--- src/rtl/upc_scan_latch.sv ---
`default_nettype none
// ============================================================================
// Module   : upc_scan_latch
// Purpose  : Upstream stage of the UPC display path. Synchronizes the 3-bit
//            UPC switch code and the scan/clear buttons, debounces the scan
//            button and, on each clean press, captures the switch code into
//            a held register that feeds the display stage. Also keeps a
//            saturating capture counter.
// Options  : UPC_SCAN_HISTORY_EN - when defined, adds prev_upc / prev_valid
//            holding the code that was displaced by the latest capture.
// Revision : 1.0 - initial release
// ============================================================================
module upc_scan_latch #(
    parameter int DEBOUNCE_CYCLES = 4,   // consecutive samples to accept a press/release (2..2^20)
    parameter int CNT_W           = 8    // width of scan_count
) (
    input  logic             clk,
    input  logic             reset_n,
    input  logic [2:0]       sw_upc,
    input  logic             key_scan_n,
    input  logic             key_clear_n,
    output logic [2:0]       upc,
    output logic             upc_valid,
    output logic             scan_pulse,
    output logic [CNT_W-1:0] scan_count
`ifdef UPC_SCAN_HISTORY_EN
    ,
    output logic [2:0]       prev_upc,
    output logic             prev_valid
`endif
);

    // Debounce counter only ever reaches DEBOUNCE_CYCLES-1, so clog2 bits suffice.
    localparam int                c_DB_W    = $clog2(DEBOUNCE_CYCLES);
    localparam logic [c_DB_W-1:0] c_DB_LAST = c_DB_W'(DEBOUNCE_CYCLES - 1);
    localparam logic [c_DB_W-1:0] c_DB_ONE  = c_DB_W'(1);
    localparam logic [c_DB_W-1:0] c_DB_ZERO = '0;
    localparam logic [CNT_W-1:0]  c_CNT_ONE = CNT_W'(1);

    typedef enum logic [1:0] {
        ST_IDLE     = 2'd0,
        ST_PRESS_DB = 2'd1,
        ST_WAIT_REL = 2'd2,
        ST_REL_DB   = 2'd3
    } state_t;

    // ------------------------------------------------------------------------
    // Synchronizers
    // ------------------------------------------------------------------------
    logic [1:0] r_key_sync;
    logic [1:0] r_clr_sync;
    logic [2:0] r_sw_meta;
    logic [2:0] r_sw_sync;

    logic       w_key_s;
    logic       w_clr_s;
    logic [2:0] w_sw_s;

    // Two-flop synchronizers; buttons preset to the released level so a reset
    // never looks like a press.
    always_ff @(posedge clk or negedge reset_n) begin
        if (!reset_n) begin
            r_key_sync <= 2'b11;
            r_clr_sync <= 2'b11;
            r_sw_meta  <= 3'b000;
            r_sw_sync  <= 3'b000;
        end else begin
            r_key_sync <= {r_key_sync[0], key_scan_n};
            r_clr_sync <= {r_clr_sync[0], key_clear_n};
            r_sw_meta  <= sw_upc;
            r_sw_sync  <= r_sw_meta;
        end
    end

    assign w_key_s = r_key_sync[1];
    assign w_clr_s = r_clr_sync[1];
    assign w_sw_s  = r_sw_sync;

    // ------------------------------------------------------------------------
    // Debounce FSM
    // ------------------------------------------------------------------------
    state_t             r_state;
    state_t             w_state_nxt;
    logic [c_DB_W-1:0]  r_db_cnt;
    logic [c_DB_W-1:0]  w_db_cnt_nxt;
    logic               w_press_done;

    // State and debounce counter registers.
    always_ff @(posedge clk or negedge reset_n) begin
        if (!reset_n) begin
            r_state  <= ST_IDLE;
            r_db_cnt <= c_DB_ZERO;
        end else begin
            r_state  <= w_state_nxt;
            r_db_cnt <= w_db_cnt_nxt;
        end
    end

    // Next-state logic: a press must stay low for DEBOUNCE_CYCLES samples to
    // capture, and the release must stay high as long before re-arming.
    always_comb begin
        w_state_nxt  = r_state;
        w_db_cnt_nxt = r_db_cnt;
        w_press_done = 1'b0;
        case (r_state)
            ST_IDLE: begin
                if (!w_key_s) begin
                    w_state_nxt  = ST_PRESS_DB;
                    w_db_cnt_nxt = c_DB_ONE;
                end
            end
            ST_PRESS_DB: begin
                if (w_key_s) begin
                    w_state_nxt  = ST_IDLE;
                    w_db_cnt_nxt = c_DB_ZERO;
                end else if (r_db_cnt == c_DB_LAST) begin
                    w_state_nxt  = ST_WAIT_REL;
                    w_db_cnt_nxt = c_DB_ZERO;
                    w_press_done = 1'b1;
                end else begin
                    w_db_cnt_nxt = r_db_cnt + c_DB_ONE;
                end
            end
            ST_WAIT_REL: begin
                if (w_key_s) begin
                    w_state_nxt  = ST_REL_DB;
                    w_db_cnt_nxt = c_DB_ONE;
                end
            end
            ST_REL_DB: begin
                if (!w_key_s) begin
                    w_state_nxt  = ST_WAIT_REL;
                    w_db_cnt_nxt = c_DB_ZERO;
                end else if (r_db_cnt == c_DB_LAST) begin
                    w_state_nxt  = ST_IDLE;
                    w_db_cnt_nxt = c_DB_ZERO;
                end else begin
                    w_db_cnt_nxt = r_db_cnt + c_DB_ONE;
                end
            end
            default: begin
                w_state_nxt  = ST_IDLE;
                w_db_cnt_nxt = c_DB_ZERO;
            end
        endcase
    end

    // ------------------------------------------------------------------------
    // Capture registers
    // ------------------------------------------------------------------------
    logic [2:0]       r_upc;
    logic             r_upc_valid;
    logic             r_scan_pulse;
    logic [CNT_W-1:0] r_scan_count;
    logic             w_cnt_full;

    // Clear suppresses a coincident capture; the FSM still advances regardless.
    assign w_cnt_full = &r_scan_count;

    // Held code, valid flag, strobe and saturating capture count.
    always_ff @(posedge clk or negedge reset_n) begin
        if (!reset_n) begin
            r_upc        <= 3'b000;
            r_upc_valid  <= 1'b0;
            r_scan_pulse <= 1'b0;
            r_scan_count <= '0;
        end else if (!w_clr_s) begin
            r_upc        <= 3'b000;
            r_upc_valid  <= 1'b0;
            r_scan_pulse <= 1'b0;
            r_scan_count <= '0;
        end else if (w_press_done) begin
            r_upc        <= w_sw_s;
            r_upc_valid  <= 1'b1;
            r_scan_pulse <= 1'b1;
            r_scan_count <= w_cnt_full ? r_scan_count : (r_scan_count + c_CNT_ONE);
        end else begin
            r_scan_pulse <= 1'b0;
        end
    end

    assign upc        = r_upc;
    assign upc_valid  = r_upc_valid;
    assign scan_pulse = r_scan_pulse;
    assign scan_count = r_scan_count;

`ifdef UPC_SCAN_HISTORY_EN
    logic [2:0] r_prev_upc;
    logic       r_prev_valid;

    // Remember the code displaced by each capture; clear wipes the history too.
    always_ff @(posedge clk or negedge reset_n) begin
        if (!reset_n) begin
            r_prev_upc   <= 3'b000;
            r_prev_valid <= 1'b0;
        end else if (!w_clr_s) begin
            r_prev_upc   <= 3'b000;
            r_prev_valid <= 1'b0;
        end else if (w_press_done) begin
            r_prev_upc   <= r_upc;
            r_prev_valid <= r_upc_valid;
        end
    end

    assign prev_upc   = r_prev_upc;
    assign prev_valid = r_prev_valid;
`endif

endmodule
`default_nettype wire

--- config.mk ---
export PLATFORM = sky130hd
export DESIGN_NAME = upc_scan_latch
export DESIGN_NICKNAME = d
export VERILOG_FILES = /design/src/rtl/upc_scan_latch.sv
export SDC_FILE = /design/constraint.sdc
export NUM_CORES = 1
export LEC_CHECK = 0
export BUFFER_PORTS_ARGS = -buffer_cell sky130_fd_sc_hd__buf_2
export CAP_MARGIN = 20
export CORE_ASPECT_RATIO = 0.7
export CORE_MARGIN = 3
export CORE_UTILIZATION = 40
export CTS_BUF_LIST = sky130_fd_sc_hd__clkbuf_8 sky130_fd_sc_hd__clkbuf_16
export CTS_CLUSTER_DIAMETER = 150
export DETAILED_ROUTE_END_ITERATION = 6
export GPL_TIMING_DRIVEN = 0
export PLACE_DENSITY = 0.65
export SLEW_MARGIN = 20
export SYNTH_ARGS = -nofsm -noshare
export SYNTH_HDL_FRONTEND = slang
export SYNTH_SLANG_ARGS = --single-unit
--- constraint.sdc ---
create_clock -name clk -period 4.2 [get_ports clk]
set_input_delay 0.42 -clock clk [delete_from_list [all_inputs] [get_ports clk]]
set_output_delay 0.42 -clock clk [all_outputs]
set_load 0.01 [all_outputs]
# --- Word level (Yosys, flattened, before mapping) ---
# Index checks and enable logic that the tools add are counted.
op_classes:
  add_sub_neg: 2
  eq_ne: 10
  n_mux: 24
  n_reduce_logical: 5
op_table:
  columns: ["cell", "count"]
  rows:
  - ["8-bit two-way mux", 3]
  - ["2-bit two-way mux", 10]
  - ["2-bit one-hot mux with 4 select lines", 2]
  - ["8-bit by 1-bit adder with 8-bit output, second input constant", 1]
  - ["8-bit AND reduction", 1]
  - ["1-bit two-way mux", 7]
  - ["2-bit == test, second input constant", 3]
  - ["3-bit two-way mux", 2]
  - ["2-bit != test, second input constant", 3]
  - ["3-bit != test, second input constant", 2]
  - ["2-bit AND reduction", 2]
  - ["4-bit AND reduction", 1]
  - ["2-bit by 1-bit adder with 2-bit output, second input constant", 1]
  - ["2-bit by 1-bit == test with 1-bit output, second input constant", 1]
  - ["2-bit logical NOT", 1]
  - ["2-bit by 1-bit != test with 1-bit output, second input constant", 1]
word_totals:
  register_bits: 27
  out_inout_bits: 13

# --- Longest topological paths before layout ---
logic_depth:
  ltp_word: 6
  mapped_depth: 6

# --- Worst setup path before layout ---
# OpenSTA, ideal clock, no wires.
synth_path:
  kind: "flip-flop to flip-flop"
  start: "reg r_db_cnt[0]"
  end: "reg r_scan_count[3], in the netlist scan_count[3]"
  setup_time_ns: 0.066
  arrival_ns: 1.458
  required_ns: 4.134
  path_slack_ns: 2.676
  path_stages_with_launch: 7
  n_path_buf: 1
  cell_sequence: "dfrtp_1 ha_1 and4bb_1 buf_6 o21ai_4 or4_1 nand2_1"
synth_via:
  elab_chain_len: 6
synth_lines:
  columns: ["item", "line", "text"]
  rows:
  - ["from (decl)", "84", "logic [c_DB_W-1:0] r_db_cnt;"]
  - ["from (signal assigned)", "92", "r_db_cnt <= c_DB_ZERO;"]
  - ["from (signal assigned)", "95", "r_db_cnt <= w_db_cnt_nxt;"]
  - ["2-bit == test", "116", "end else if (r_db_cnt == c_DB_LAST) begin"]
  - ["1-bit two-way mux", "116", null]
  - ["1-bit two-way mux", "113", "if (w_key_s) begin"]
  - ["1-bit two-way mux", "105", "case (r_state)"]
  - ["2-bit by 1-bit != test with 1-bit output (no line)", null, null]
  - ["2-bit AND reduction (no line)", null, null]
  - ["to (signal assigned)", "176", "r_scan_count <= w_cnt_full ? r_scan_count : (r_scan_count + c_CNT_ONE);"]
  - ["to (decl)", "154", "logic [CNT_W-1:0] r_scan_count;"]
# No other way between the ends.
# A chain may end at the register's enable or synchronous reset.

# --- Final worst setup path ---
# Same ends and word-level chain as after synthesis.

==> results summary <==
The worst endpoint data arrival time came out at 1870 ps. Setup repair after global routing left no endpoint under its margin. The die covers 3440 um^2. The worst voltage drop across the vdd grid is 0.238 mV. The startpoint of the worst register-to-register path is r_db_cnt[0]$_DFFE_PN0P_.

20 I/O pins were placed. The horizontal die dimension came out at 68.8 um. The number of instances resized during post-cts repair came out at 0. The path class of the tightest hold or removal check is input port to asynchronous set/reset pin. The first global-routing pass estimated 3080 um of wire. From synthesis to final layout, the design area changed by 17.0%. The flow ran to the end, and the final reports show no timing, DRC or antenna violations. By count the netlist is led by sky130_fd_sc_hd__dfrtp_1, sky130_fd_sc_hd__nand2_1, sky130_fd_sc_hd__nor2_1, sky130_fd_sc_hd__a21oi_1. After synthesis, the largest family of logic cells by area is simple AND/OR/NAND/NOR gates. The worst setup path is captured at a register. The number of global-route vias before repair is 696. The final net count is 126.

The total congestion overflow after global routing came out at 0. Sequential elements use 61.7% of the synthesized area. The count of final max-slew check failures is 0. The total vias in the final route is 708. The number of routed nets with antenna violations came out at 0. The pin count of the biggest net entering global routing is 28.

The post-route clock period utilization is 39.6%. The combinational fraction of design power came out at 9.6%. The layout has 261 filler cells. The area of the core region is 2550 um^2. The mean routed wirelength per cell came out at 11.7 um. The total power divided by cell area came out at 382 nW/um^2. In this run the power spent charging and discharging nets is 122 uW. The die outline height is 49.9 um. The number of cell rows came out at 15. Walking the worst path, the cells encountered are ha_1, and4bb_1, buf_6, o21ai_4, or4_1, nand2_1. The clock network burns 30.0% of the power. Global routing used 12.1% of the available tracks. The gate count of the mapped netlist came out at 92. The worst slew slack as a fraction of its limit is 61.9%. Summed over all instances, the cell type with the most area after synthesis is sky130_fd_sc_hd__dfrtp_1. At the later pin of the worst-skew pair, clock insertion delay measures 270 ps. The number of buffers inserted to repair setup after CTS came out at 0. The number of endpoints with negative hold slack in the final report came out at 0.

The number of nets in the synthesized netlist is 102. The CTS tree is yes. Static timing analysis puts the maximum clock frequency at 601 MHz. The flop and latch count out of synthesis is 27. The minimum clock period came out at 1660 ps. The worst setup path is launched from a register. The internal power of the cells totals 371 uW. The count of maximum capacitance violations is 0.

The final total negative setup slack is 0 ps. During placement, the flow inserted port buffers numbering 19. The number of warning messages in the yosys log is 0. The number of distinct library cells after synthesis is 30. The root buffer selected by CTS is sky130_fd_sc_hd__clkbuf_8.

The xor/xnor cell area share of the yosys netlist is 3.17%. The initial antenna violation count is 0. The maximum buffer depth of the clock tree came out at 2. The reported leakage power is 0.000632 uW. The worst setup path is of the register to register kind. The post-route netlist has 27.0% of its cells at a drive strength greater than 1. The detailed-route DRC error count is 0.

The total of endpoints with negative setup slack in the final report is 0. The final setup skew came out at 3.72 ps. The switching share of power came out at 24.7%. TritonCTS created 3 clock buffers.

The placer's final routability congestion estimate is 0.791. The number of antenna diodes in the final layout is 0. The slowest stage of the critical path is the sky130_fd_sc_hd__or4_1 cell. The count of clock tree sinks came out at 27.

The complex-gate fraction of the synthesized area came out at 8.96%. The portion of synthesized cell area occupied by the leading cell type came out at 52.2%. The proportion of power drawn by flip-flops and latches is 60.4%. The data required time of the critical path is 4410 ps. By area the synthesized netlist is led by sky130_fd_sc_hd__dfrtp_1, sky130_fd_sc_hd__dfstp_2, sky130_fd_sc_hd__nand2_1. The worst-path maximum fanout came out at 9. In this design, the stage delay of the slowest critical-path cell is 470 ps.

The most used flip-flop cell after synthesis is sky130_fd_sc_hd__dfrtp_1. The half-perimeter wire length after placement came out at 1320 um. The clock transition at the registers of the reported paths is 90 ps. The detail-routed via count per cell came out at 4.75. After Yosys synthesis, full adders, half adders and majority gates account for 3.40% of the synthesized area.

The critical path starts at r_db_cnt[0]$_DFFE_PN0P_. The routed wire length is 1750 um. The mean instance size in the synthesized netlist came out at 12.0 um^2. The combined area of all synthesized cells is 1100 um^2. Of the post-synthesis cell area, the part taken by muxes is 3.63%.

Counting flops with a built-in enable in the synthesized netlist gives 0. The number of detailed-routing iterations run before antenna repair came out at 4. Yosys instantiated no cell more often than sky130_fd_sc_hd__dfrtp_1. The starting utilization of the core area is 43.2%. The worst slack on hold paths is 132 ps. The actual transition at the worst max-transition pin came out at 571 ps.

The simple-gate share of the synthesized area is 16.8%. For this block, the initial DRC count from the detailed router was 8. The number of levels in the clock H-tree is 1. The fraction of registers with async set/reset is 100%. The cts-stage hold buffer count is 0.
==> layout make-up <==
type	count	area [um^2]	share of cell area (%)
Buffer	2	15.0	1.16
Clock buffer	3	41.3	3.20
Clock inverter	1	8.76	0.678
Inverter	3	11.3	0.872
Multi-Input combinational cell	60	397	30.7
Sequential cell	27	681	52.7
Tap cell	34	42.5	3.29
Timing Repair Buffer	19	95.1	7.36
==> routing by layer <==
| layer | part of all wire [%] | track usage (%) | up-vias | routed length (um) |
|---|---|---|---|---|
| li1 | - | - | 366 | - |
| met1 | 44 | 15.4 | 326 | 775 |
| met2 | 50 | 20.1 | 14 | 870 |
| met3 | 5.4 | 4.78 | 2 | 95 |
| met4 | 0.34 | 0.971 | 0 | 6 |
| met5 | 0 | 0 | - | 0 |
==> sequential cells by signal, summed over array words and instances (netlist names), named ones only <==
name	count
r_clr_sync	2
r_db_cnt	2
r_key_sync	2
r_state	1
r_sw_meta	3
r_sw_sync	3
scan_count	8
scan_pulse	1
upc	3
upc_valid	1
==> logic make-up (layout without fill, tap and decap cells) <==
logic type	count (synthesis)	in the layout
XOR/XNOR	4	4
adder cells (fa/ha/maj)	3	3
AO/OA/AOI/OAI	14	14
multiplexers	4	4
buffers and inverters	5	28
flip-flops	27	27
AND/OR/NAND/NOR	35	35
==> path summary, 6_finish.rpt <==
kind / endpoint / slack (ps) / depth (start not counted)
hold reg to reg: r_sw_sync[0]$_DFF_PN0_ / 350 / 0
setup / recovery: scan_count[3]$_DFFE_PN0P_ / 2540 / 6
min in group clk: r_key_sync[0]$_DFF_PN1_ / 240 / 1
max in group asynchronous: r_clr_sync[1]$_DFF_PN1_ / 3690 / 1
setup reg to reg: scan_count[3]$_DFFE_PN0P_ / 2540 / 6
hold / removal: scan_count[0]$_DFFE_PN0P_ / 130 / 1
==> layout by cell type, fill, tap and decap left out, drive strengths merged, types with 2 or more instances in the layout <==
| cell type | n |
|---|---|
| nand4 | 2 |
| o211ai | 2 |
| clkbuf | 4 |
| o21ai | 3 |
| inv | 4 |
| and4 | 2 |
| mux2i | 4 |
| dfstp | 4 |
| buf | 20 |
| nor2 | 10 |
| a21oi | 5 |
| nand3 | 2 |
| dfrtp | 23 |
| nand2 | 12 |
| ha | 3 |
| xor2 | 3 |
==> power groups by stage <==
stage                     Clock (uW)  Combinational [uW]  Sequential [uW]
final                            148                47.2              298
after detailed placement           0                48.7              303
after global routing             167                57.0              301
after global placement             0                45.3              302
after CTS                        156                48.7              298
after floorplan                    0                32.9              299
==> critical path, delay by kind of cell (launching register included) <==
| kind | cells | cell delay, ps |
|---|---|---|
| flip-flops | 1 | 400 |
| adder cells (fa/ha/maj) | 1 | 200 |
| AND/OR/NAND/NOR | 3 | 770 |
| AO/OA/AOI/OAI | 1 | 80 |
| buffers and inverters | 1 | 150 |
==> per-stage QoR <==
step	util [%]	setup slack, ps	instance area (um^2)	power, uW	instances
6_report	50.6	2540	1290	493	149
5_1_grt	50.6	2460	1290	525	149
4_1_cts	50.6	2530	1290	502	149
3_5_place_dp	48.6	2560	1240	351	145
3_3_place_gp	48.6	2600	1240	347	145
2_1_floorplan	-	2680	1100	332	92
No activity file was read; power rests on OpenSTA's default activity.
